## src/rtl/uart_rx_ctrl_pkg.sv

```systemverilog
// Shared state encoding and sizing constants for the UART receive controller.
package uart_rx_ctrl_pkg;

   typedef enum logic [1:0] {
      ST_OFF   = 2'd0,
      ST_RUN   = 2'd1,
      ST_DRAIN = 2'd2
   } state_e;

   localparam int unsigned DEFAULT_DEPTH     = 4;
   localparam int unsigned DEFAULT_DIV_WIDTH = 16;
   localparam int unsigned ERR_CNT_WIDTH     = 8;

endpackage

```

## src/rtl/uart_byte_fifo.sv

```systemverilog
// Byte FIFO with power-of-2 depth; a push into a full FIFO is accepted only when a pop
// retires the head in the same cycle.
module uart_byte_fifo #(
   parameter int unsigned Depth = 4
) (
   input  logic       clk_i,
   input  logic       rst_i,
   input  logic       push_i,
   input  logic       pop_i,
   input  logic [7:0] data_i,
   output logic [7:0] head_o,
   output logic       full_o,
   output logic       empty_o
);

   localparam int unsigned PtrW = $clog2(Depth);
   localparam int unsigned CntW = $clog2(Depth) + 1;

   logic [7:0]      mem_q [Depth];
   logic [PtrW-1:0] wr_q, wr_d, rd_q, rd_d;
   logic [CntW-1:0] cnt_q, cnt_d;
   logic            do_push, do_pop;

   assign empty_o = (cnt_q == '0);
   assign full_o  = (cnt_q == CntW'(Depth));
   assign do_pop  = pop_i && !empty_o;
   assign do_push = push_i && (!full_o || do_pop);
   assign head_o  = empty_o ? '0 : mem_q[rd_q];

   always_comb begin
      wr_d  = wr_q;
      rd_d  = rd_q;
      cnt_d = cnt_q;
      if (do_push) wr_d = wr_q + PtrW'(1);
      if (do_pop)  rd_d = rd_q + PtrW'(1);
      case ({do_push, do_pop})
         2'b10:   cnt_d = cnt_q + CntW'(1);
         2'b01:   cnt_d = cnt_q - CntW'(1);
         default: cnt_d = cnt_q;
      endcase
   end

   always_ff @(posedge clk_i or posedge rst_i) begin
      if (rst_i) begin
         wr_q  <= '0;
         rd_q  <= '0;
         cnt_q <= '0;
      end else begin
         wr_q  <= wr_d;
         rd_q  <= rd_d;
         cnt_q <= cnt_d;
      end
   end

   // Storage carries no reset: emptiness is tracked by cnt_q and head_o is masked when empty.
   always_ff @(posedge clk_i) begin
      if (do_push) mem_q[wr_q] <= data_i;
   end

endmodule

```

## src/rtl/uart_rx_ctrl.sv

```systemverilog
// UART receive controller: oversample tick generation, byte FIFO and sticky status.
// Define UART_RX_CTRL_ERRCNT_EN to add the saturating errCount output.
module uart_rx_ctrl
   import uart_rx_ctrl_pkg::*;
#(
   parameter int unsigned Depth    = DEFAULT_DEPTH,
   parameter int unsigned DivWidth = DEFAULT_DIV_WIDTH
) (
   input  logic                     clk,
   input  logic                     reset,
   input  logic                     enable,
   input  logic [DivWidth-1:0]      clkDiv,
   output logic                     rxEn,
   input  logic [7:0]               rxData,
   input  logic                     rxDone,
   input  logic                     rxErr,
   output logic [7:0]               outData,
   output logic                     outValid,
   input  logic                     outReady,
   output logic                     overflow,
   output logic                     frameErr,
`ifdef UART_RX_CTRL_ERRCNT_EN
   output logic [ERR_CNT_WIDTH-1:0] errCount,
`endif
   input  logic                     errClear,
   output logic                     busy
);

   state_e              state_q, state_d;
   logic [DivWidth-1:0] div_q, div_d;
   logic                ovf_q, ovf_d;
   logic                ferr_q, ferr_d;
   logic                fifo_full, fifo_empty;
   logic                push, pop, err_ev;

   assign rxEn     = (state_q == ST_RUN) && (div_q == '0);
   assign push     = rxEn && rxDone && !rxErr;
   assign err_ev   = rxEn && rxErr;
   assign pop      = outValid && outReady;
   assign outValid = !fifo_empty;
   assign busy     = (state_q != ST_OFF);
   assign overflow = ovf_q;
   assign frameErr = ferr_q;

   uart_byte_fifo #(
      .Depth(Depth)
   ) u_fifo (
      .clk_i  (clk),
      .rst_i  (reset),
      .push_i (push),
      .pop_i  (pop),
      .data_i (rxData),
      .head_o (outData),
      .full_o (fifo_full),
      .empty_o(fifo_empty)
   );

   always_comb begin
      state_d = state_q;
      case (state_q)
         ST_OFF:   if (enable) state_d = ST_RUN;
         ST_RUN:   if (!enable) state_d = fifo_empty ? ST_OFF : ST_DRAIN;
         ST_DRAIN: begin
            if (enable)          state_d = ST_RUN;
            else if (fifo_empty) state_d = ST_OFF;
         end
         default:  state_d = ST_OFF;
      endcase
   end

   // clkDiv is sampled only on entry to RUN and on each terminal-count reload.
   always_comb begin
      div_d = div_q;
      if (state_q != ST_RUN && state_d == ST_RUN) div_d = clkDiv;
      else if (state_q == ST_RUN)                 div_d = (div_q == '0) ? clkDiv : div_q - DivWidth'(1);
   end

   always_comb begin
      ovf_d  = ovf_q;
      ferr_d = ferr_q;
      if (errClear) begin
         ovf_d  = 1'b0;
         ferr_d = 1'b0;
      end
      if (push && fifo_full && !pop) ovf_d = 1'b1;
      if (err_ev)                    ferr_d = 1'b1;
   end

   always_ff @(posedge clk or posedge reset) begin
      if (reset) begin
         state_q <= ST_OFF;
         div_q   <= '0;
         ovf_q   <= 1'b0;
         ferr_q  <= 1'b0;
      end else begin
         state_q <= state_d;
         div_q   <= div_d;
         ovf_q   <= ovf_d;
         ferr_q  <= ferr_d;
      end
   end

`ifdef UART_RX_CTRL_ERRCNT_EN
   logic [ERR_CNT_WIDTH-1:0] ecnt_q, ecnt_d;

   always_comb begin
      ecnt_d = ecnt_q;
      if (err_ev) begin
         if (ecnt_q != '1) ecnt_d = ecnt_q + ERR_CNT_WIDTH'(1);
      end else if (errClear) begin
         ecnt_d = '0;
      end
   end

   always_ff @(posedge clk or posedge reset) begin
      if (reset) ecnt_q <= '0;
      else       ecnt_q <= ecnt_d;
   end

   assign errCount = ecnt_q;
`endif

endmodule

```

## config.mk

```make
export PLATFORM = sky130hd
export DESIGN_NAME = uart_rx_ctrl
export DESIGN_NICKNAME = d
export VERILOG_FILES = /design/src/rtl/uart_rx_ctrl_pkg.sv /design/src/rtl/uart_byte_fifo.sv /design/src/rtl/uart_rx_ctrl.sv
export SDC_FILE = /design/constraint.sdc
export NUM_CORES = 1
export LEC_CHECK = 0
export CAP_MARGIN = 10
export CORE_MARGIN = 4
export CORE_UTILIZATION = 50
export CTS_BUF_LIST = sky130_fd_sc_hd__clkbuf_8
export CTS_CLUSTER_DIAMETER = 50
export DETAILED_ROUTE_END_ITERATION = 16
export PLACE_DENSITY_LB_ADDON = 0.25
export RECOVER_POWER = 50
export SLEW_MARGIN = 25
export SYNTH_ARGS = -nofsm -noshare
export SYNTH_HDL_FRONTEND = slang
export SYNTH_HIERARCHICAL = 1
export SYNTH_SLANG_ARGS = --single-unit
```

## constraint.sdc

```tcl
create_clock -name clk -period 3.1 [get_ports clk]
set_clock_uncertainty 0.05 [all_clocks]
set_input_delay 0.31 -clock clk [delete_from_list [all_inputs] [get_ports clk]]
set_output_delay 0.31 -clock clk [all_outputs]
set_load 0.005 [all_outputs]
```

# --- Yosys cells after proc, flatten, opt, wreduce, memory -nomap -nowiden ---
# Memory sizes are Yosys's and may differ from the RTL's.
# Cells that the tools add are included.
# Widths: inputs -> output; s select.
totals:
  word_cells: 59
  reg_bits: 27
  n_memories: 1
  ramBits: 32
  output_inout_bits: 13
  in_bits: 31
memory_table:
  columns: ["memory", "words", "word_bits", "rd", "rd_clocked_by_memory_dff", "write_ports", "line", "text"]
  rows:
  - ["u_fifo.mem_q", 4, 8, 1, 0, 1, "uart_byte_fifo.sv:19", "logic [7:0] mem_q [Depth];"]
classes:
  muxes: 16
  eq_ne: 7
  add_sub_neg: 5
  n_reduce_logical: 23
op_table:
  columns: ["op", "n"]
  rows:
  - ["$mux 16", 3]
  - ["$logic_not 16->1", 1]
  - ["$sub 16x1->16 const B", 1]
  - ["$logic_and 1x1->1", 10]
  - ["$mux 2", 5]
  - ["$reduce_bool 2->1", 5]
  - ["$mux 8", 1]
  - ["$eq 2x1->1 const B", 3]
  - ["$pmux 2 s3", 1]
  - ["$pmux 3 s2", 1]
  - ["$mux 1", 5]
  - ["$add 2x1->2 const B", 2]
  - ["$eq 2x2->1 const B", 2]
  - ["$logic_not 1->1", 4]
  - ["$add 3x1->3 const B", 1]
  - ["$eq 3x3->1 const B", 1]
  - ["$logic_not 3->1", 1]
  - ["$sub 3x1->3 const B", 1]
  - ["$logic_not 2->1", 1]
  - ["$ne 2x1->1 const B", 1]
  - ["$logic_or 1x1->1", 1]

# --- Longest topological paths before layout ---
depth:
  depth_word: 8
  ltp_mapped: 11

# --- Modules after synthesis ---
# The synthesis kept the hierarchy.
modules_own_cells:
  columns: ["module", "n_inst", "area_each_um2", "seq_area_each_um2", "cells_each"]
  rows:
  - ["uart_byte_fifo", 1, 1725.4, 1136.1, 106]
  - ["uart_rx_ctrl", 1, 1368.8, 500.5, 148]

# --- Least setup slack after synthesis ---
# OpenSTA, ideal clock, no wires.
synth_timing:
  path_kind: "flip-flop to flip-flop"
  start: "register div_q[6]"
  end: "register u_fifo.cnt_q[2]"
  n_path_buf: 1
  path_stages_with_launch: 11
  setup_slack_ps: 575
  arrival_time_ps: 2406
  cell_sequence: "dfrtp_1 nor4_2 nand3_1 nor3_1 and3b_1 buf_2 nand3b_1 fa_1 nand3b_1 or3_2 nand3_1"
synth_via:
  elab_chain_len: 7
  elab_cells_between_ends: 9
synth_rtl:
  columns: ["element", "line", "text"]
  rows:
  - ["start, declared", "uart_rx_ctrl.sv:30", "logic [DivWidth-1:0] div_q, div_d;"]
  - ["start signal, assigned", "uart_rx_ctrl.sv:97", "div_q <= div_d;"]
  - ["$logic_not 16->1 *", "uart_rx_ctrl.sv:36", "assign rxEn = (state_q == ST_RUN) && (div_q == '0);"]
  - ["$logic_and 1x1->1 *", "uart_rx_ctrl.sv:36", null]
  - ["named net rxEn", "uart_rx_ctrl.sv:13", "output logic rxEn,"]
  - ["$logic_and 1x1->1 * (2 in series)", "uart_rx_ctrl.sv:37", "assign push = rxEn && rxDone && !rxErr;"]
  - ["named net push", "uart_rx_ctrl.sv:34", "logic push, pop, err_ev;"]
  - ["$logic_and 1x1->1 *", "uart_byte_fifo.sv:27", "assign do_push = push_i && (!full_o || do_pop);"]
  - ["$eq 2x1->1 / $eq 2x2->1 (equally long branches)", "uart_byte_fifo.sv:36", "case ({do_push, do_pop})"]
  - ["$pmux 3 s2 / $reduce_bool 2->1 (equally long branches)", null, null]
  - ["end signal, assigned", "uart_byte_fifo.sv:51", "cnt_q <= cnt_d;"]
  - ["end, declared", "uart_byte_fifo.sv:21", "logic [CntW-1:0] cnt_q, cnt_d;"]
# Mark *: on every way through the listed nets, which the timed path passes. The rest lies on a longest branch.
# A chain may end at the register's enable or synchronous reset.

# --- Final worst setup path ---
layout_timing:
  start: "register u_fifo.cnt_q[2]"
  end: "register u_fifo.cnt_q[2]"
layout_via:
  elab_chain_len: 8
  elab_cells_between_ends: 14
layout_rtl:
  columns: ["element", "line", "text"]
  rows:
  - ["$logic_not 3->1 *", "uart_byte_fifo.sv:24", "assign empty_o = (cnt_q == '0);"]
  - ["named net fifo_empty", "uart_rx_ctrl.sv:33", "logic fifo_full, fifo_empty;"]
  - ["$logic_not 1->1 *", "uart_rx_ctrl.sv:40", "assign outValid = !fifo_empty;"]
  - ["$logic_and 1x1->1 *", "uart_rx_ctrl.sv:39", "assign pop = outValid && outReady;"]
  - ["named net pop", "uart_rx_ctrl.sv:34", null]
  - ["$logic_and 1x1->1 *", "uart_byte_fifo.sv:26", "assign do_pop = pop_i && !empty_o;"]
  - ["$logic_or 1x1->1", "uart_byte_fifo.sv:27", null]
  - ["$logic_and 1x1->1", "uart_byte_fifo.sv:27", null]
  - ["$eq 2x1->1 / $eq 2x2->1 (equally long branches)", "uart_byte_fifo.sv:36", null]
  - ["$pmux 3 s2 / $reduce_bool 2->1 (equally long branches)", null, null]
# Marked as above.

==> out/metrics.csv <==
metric,value,unit
status,completed,
min_path_type,in2async,
die_y,86.67,µm
area_delta_synth_final,21.31,%
drtIter0Drc,117,
synth_top_cell_area_share,31.06,%
finalNetCount,336,
setup_tns,0,ns
drt_first_pass_iters,4,
netlist_top_cells_area,"edfxtp_1 (31%), dfrtp_1 (22%), mux4_2 (5.8%)",
clkSinkCount,59,
cts_buffer_depth,2,
drt_wl_total,6253,µm
cts_tree,done,
yosysWarningCount,6,
first_global_vias,2193,
wire_per_inst,16.54,µm
port-buffer-count,43,
drive_above_1_share,19.14,%
initial_utilization,51.95,%
dieWidth,86.67,µm
tightest_slew,0.8653,ns
avgSynthCellArea,12.18,µm²
vdd_ir_drop_max,280.0,µV
path_class,reg2reg,
synth_top_cell_by_area,edfxtp_1,
place_congestion,0.8529,
coreArea,5956,µm²
crit_start,u_fifo/cnt_q[2]$_DFFE_PP0P_,
powerDensity,520.1,nW/µm²
final_cells,378,
ys_types,66,
cp_data_required_time,3.27,ns
clock_latency,0.33,ns
via_per_inst,5.751,
synth_edf_count,32,
ys_ff_latch,59,
seq_area_frac_synth,52.89,%
ctsResizeCount,0,
rsz0062_at_grt,no,
max_clock_freq,372.4,MHz
num_vias,2174,
die-area,7511,µm²
synth_area,3094,µm²
ioPinCount,44,
clk_pin_slew,0.07,ns
hold_viol,0,
root_buffer,clkbuf_8,
setup_viol,0,
synth_ff_type,edfxtp_1,
hpwl,4347,µm
arrival,2.85,ns
relSlewSlack,42.20,%
cpMaxStageDelayCell,nor2b_1,
numCtsBuffers,9,
n_antenna_cell,0,
postCtsSetupBuffers,0,
r2r_start,u_fifo/cnt_q[2]$_DFFE_PP0P_,
min_period_over_period,86.62,%
grt_antenna_before_repair,0,
crit_fanout,12,
path_cells,or3_2 > inv_1 > nor2b_1 > nand3b_1 > fa_1 > nand2b_1 > o211ai_1 > nand3_1,
ant_nets,0,
end_kind,flip-flop,
hold_buffers,0,
drv_cap,0,
grt_max_degree,24,
grt_pass1_wl,10530,µm
leakage,1.448,nW
synth_cells,254,
syn_nets,292,
std_cell_rows,28,
dp_cells,362,
route.detailed.drc,0,
synthArstFlopShare,45.76,%
slowest_delay,0.69,ns
start_kind,flip-flop,
htreeDepth,3,
period_minus_slack,2.685,ns
slew_viol_final,0,
grt_use_total,18.44,%
grt-ovfl-total,0,
-- flip-flops by register name, indices dropped and copies added (netlist names) --
| name | cells |
|---|---|
| state_q | 2 |
| div_q | 16 |
| frameErr | 1 |
| u_fifo/rd_q | 2 |
| u_fifo/mem_q | 32 |
| u_fifo/wr_q | 2 |
| u_fifo/cnt_q | 3 |
| overflow | 1 |
-- layer usage --
layer	wire length [µm]	global-route usage, %
met1	2620	22.33
met3	384	5.989
met5	0	0
met4	104	7.507
met2	3144	30.39
-- cell families after synthesis --
family | Yosys count | share of synthesized area, %
AOI/OAI and AO/OA | 45 | 11.24
xor gates and xnor gates | 6 | 1.698
adders and majority gates | 7 | 3.073
buffers and inverters | 30 | 4.650
DFF | 59 | 52.89
muxes | 14 | 7.966
and+or+nand+nor | 93 | 18.48
-- final cells by class --
cell class              instances  area [µm²]
clock buffers                   9       123.9
clock inverters                 7       68.82
fillers                       473        2202
inverters                      17       63.81
multi-input cells             165        1314
flip-flops and latches         59        1637
well taps                      75       93.84
repair buffers                 46       452.9
-- final timing paths --
check,slack [ns],end,depth (start not counted)
min reg2reg,0.45,frameErr$_DFFE_PP0P_,1
min,0.32,u_fifo/rd_q[1]$_DFFE_PP0N_,2
max in group asynchronous,1.95,div_q[13]$_DFFE_PP0P_,2
max reg2reg,0.41,u_fifo/cnt_q[2]$_DFFE_PP0P_,8
min in group clk,0.45,frameErr$_DFFE_PP0P_,1
max,0.41,u_fifo/cnt_q[2]$_DFFE_PP0P_,8
-- critical path, delay by kind of cell, from the launching register on --
| family | cells | cell delay (ns) |
|---|---|---|
| fa+ha+maj | 1 | 0.41 |
| flops | 1 | 0.44 |
| compound gates | 1 | 0.16 |
| simple gates | 5 | 1.40 |
| buf+inv | 1 | 0.11 |
-- power by group --
part / total [W] / internal, W / switching, W
logic: 0.000289 / 0.000142 / 0.000147
registers: 0.000979 / 0.000891 / 0.0000878
clock network: 0.000684 / 0.000367 / 0.000317
-- cell usage after synthesis, types with 2 or more instances --
library cell / instances
a211o_1: 3
a21boi_0: 2
a21oi_1: 4
a221o_1: 4
a22o_1: 2
a22oi_1: 3
and2_1: 8
and2_2: 5
and3_2: 8
buf_2: 4
buf_6: 3
clkbuf_1: 5
dfrtp_1: 27
edfxtp_1: 32
ha_1: 6
inv_1: 17
mux2i_1: 4
mux4_2: 8
nand2_1: 10
nand2b_1: 2
nand3_1: 6
nand3b_1: 2
nor2_1: 12
nor2b_1: 2
nor3_1: 14
nor3b_1: 2
nor4_1: 2
o211ai_1: 2
o21ai_0: 10
o21ai_1: 2
o21ai_2: 2
or3_2: 3
xnor2_1: 5
-- stage by stage --
stage | area, µm² | power (W) | setup WS, ns | util, % | hold WS, ns
6_report | 3754 | 0.001952 | 0.4147 | 63.03 | 0.3248
5_1_grt | 3754 | 0.002060 | 0.2039 | 63.03 | 0.3519
4_1_cts | 3754 | 0.001973 | 0.4205 | 63.03 | 0.1901
3_5_place_dp | 3561 | 0.001281 | 0.4274 | 59.79 | 0.4418
3_3_place_gp | 3561 | 0.001275 | 0.5538 | 59.79 | 0.4438
2_1_floorplan | 3094 | 0.001188 | 0.5753 | - | 0.06340
-- cell usage in the layout (no fill, tap or decap), types with 2 or more instances in the layout --
| cell type | n |
|---|---|
| mux4_2 | 8 |
| clkbuf_8 | 9 |
| a22oi_1 | 3 |
| o211ai_1 | 2 |
| and2_2 | 5 |
| or3_2 | 3 |
| clkinv_2 | 3 |
| o21ai_2 | 2 |
| a21oi_1 | 4 |
| and2_1 | 8 |
| mux2i_1 | 4 |
| a221o_1 | 4 |
| nand3b_1 | 2 |
| clkdlybuf4s50_1 | 30 |
| a21boi_0 | 2 |
| ha_1 | 6 |
| nor3b_1 | 2 |
| nor3_1 | 14 |
| a22o_1 | 2 |
| nand3_1 | 6 |
| clkinvlp_4 | 2 |
| buf_4 | 3 |
| xnor2_1 | 5 |
| a211o_1 | 3 |
| edfxtp_1 | 32 |
| nand2_1 | 10 |
| dfrtp_1 | 27 |
| o21ai_1 | 2 |
| nor2b_1 | 2 |
| dlygate4sd3_1 | 13 |
| and3_2 | 8 |
| nor4_1 | 2 |
| inv_1 | 17 |
| o21ai_0 | 10 |
| nand2b_1 | 2 |
| nor2_1 | 12 |
No activity file was read; power rests on OpenSTA's default activity.
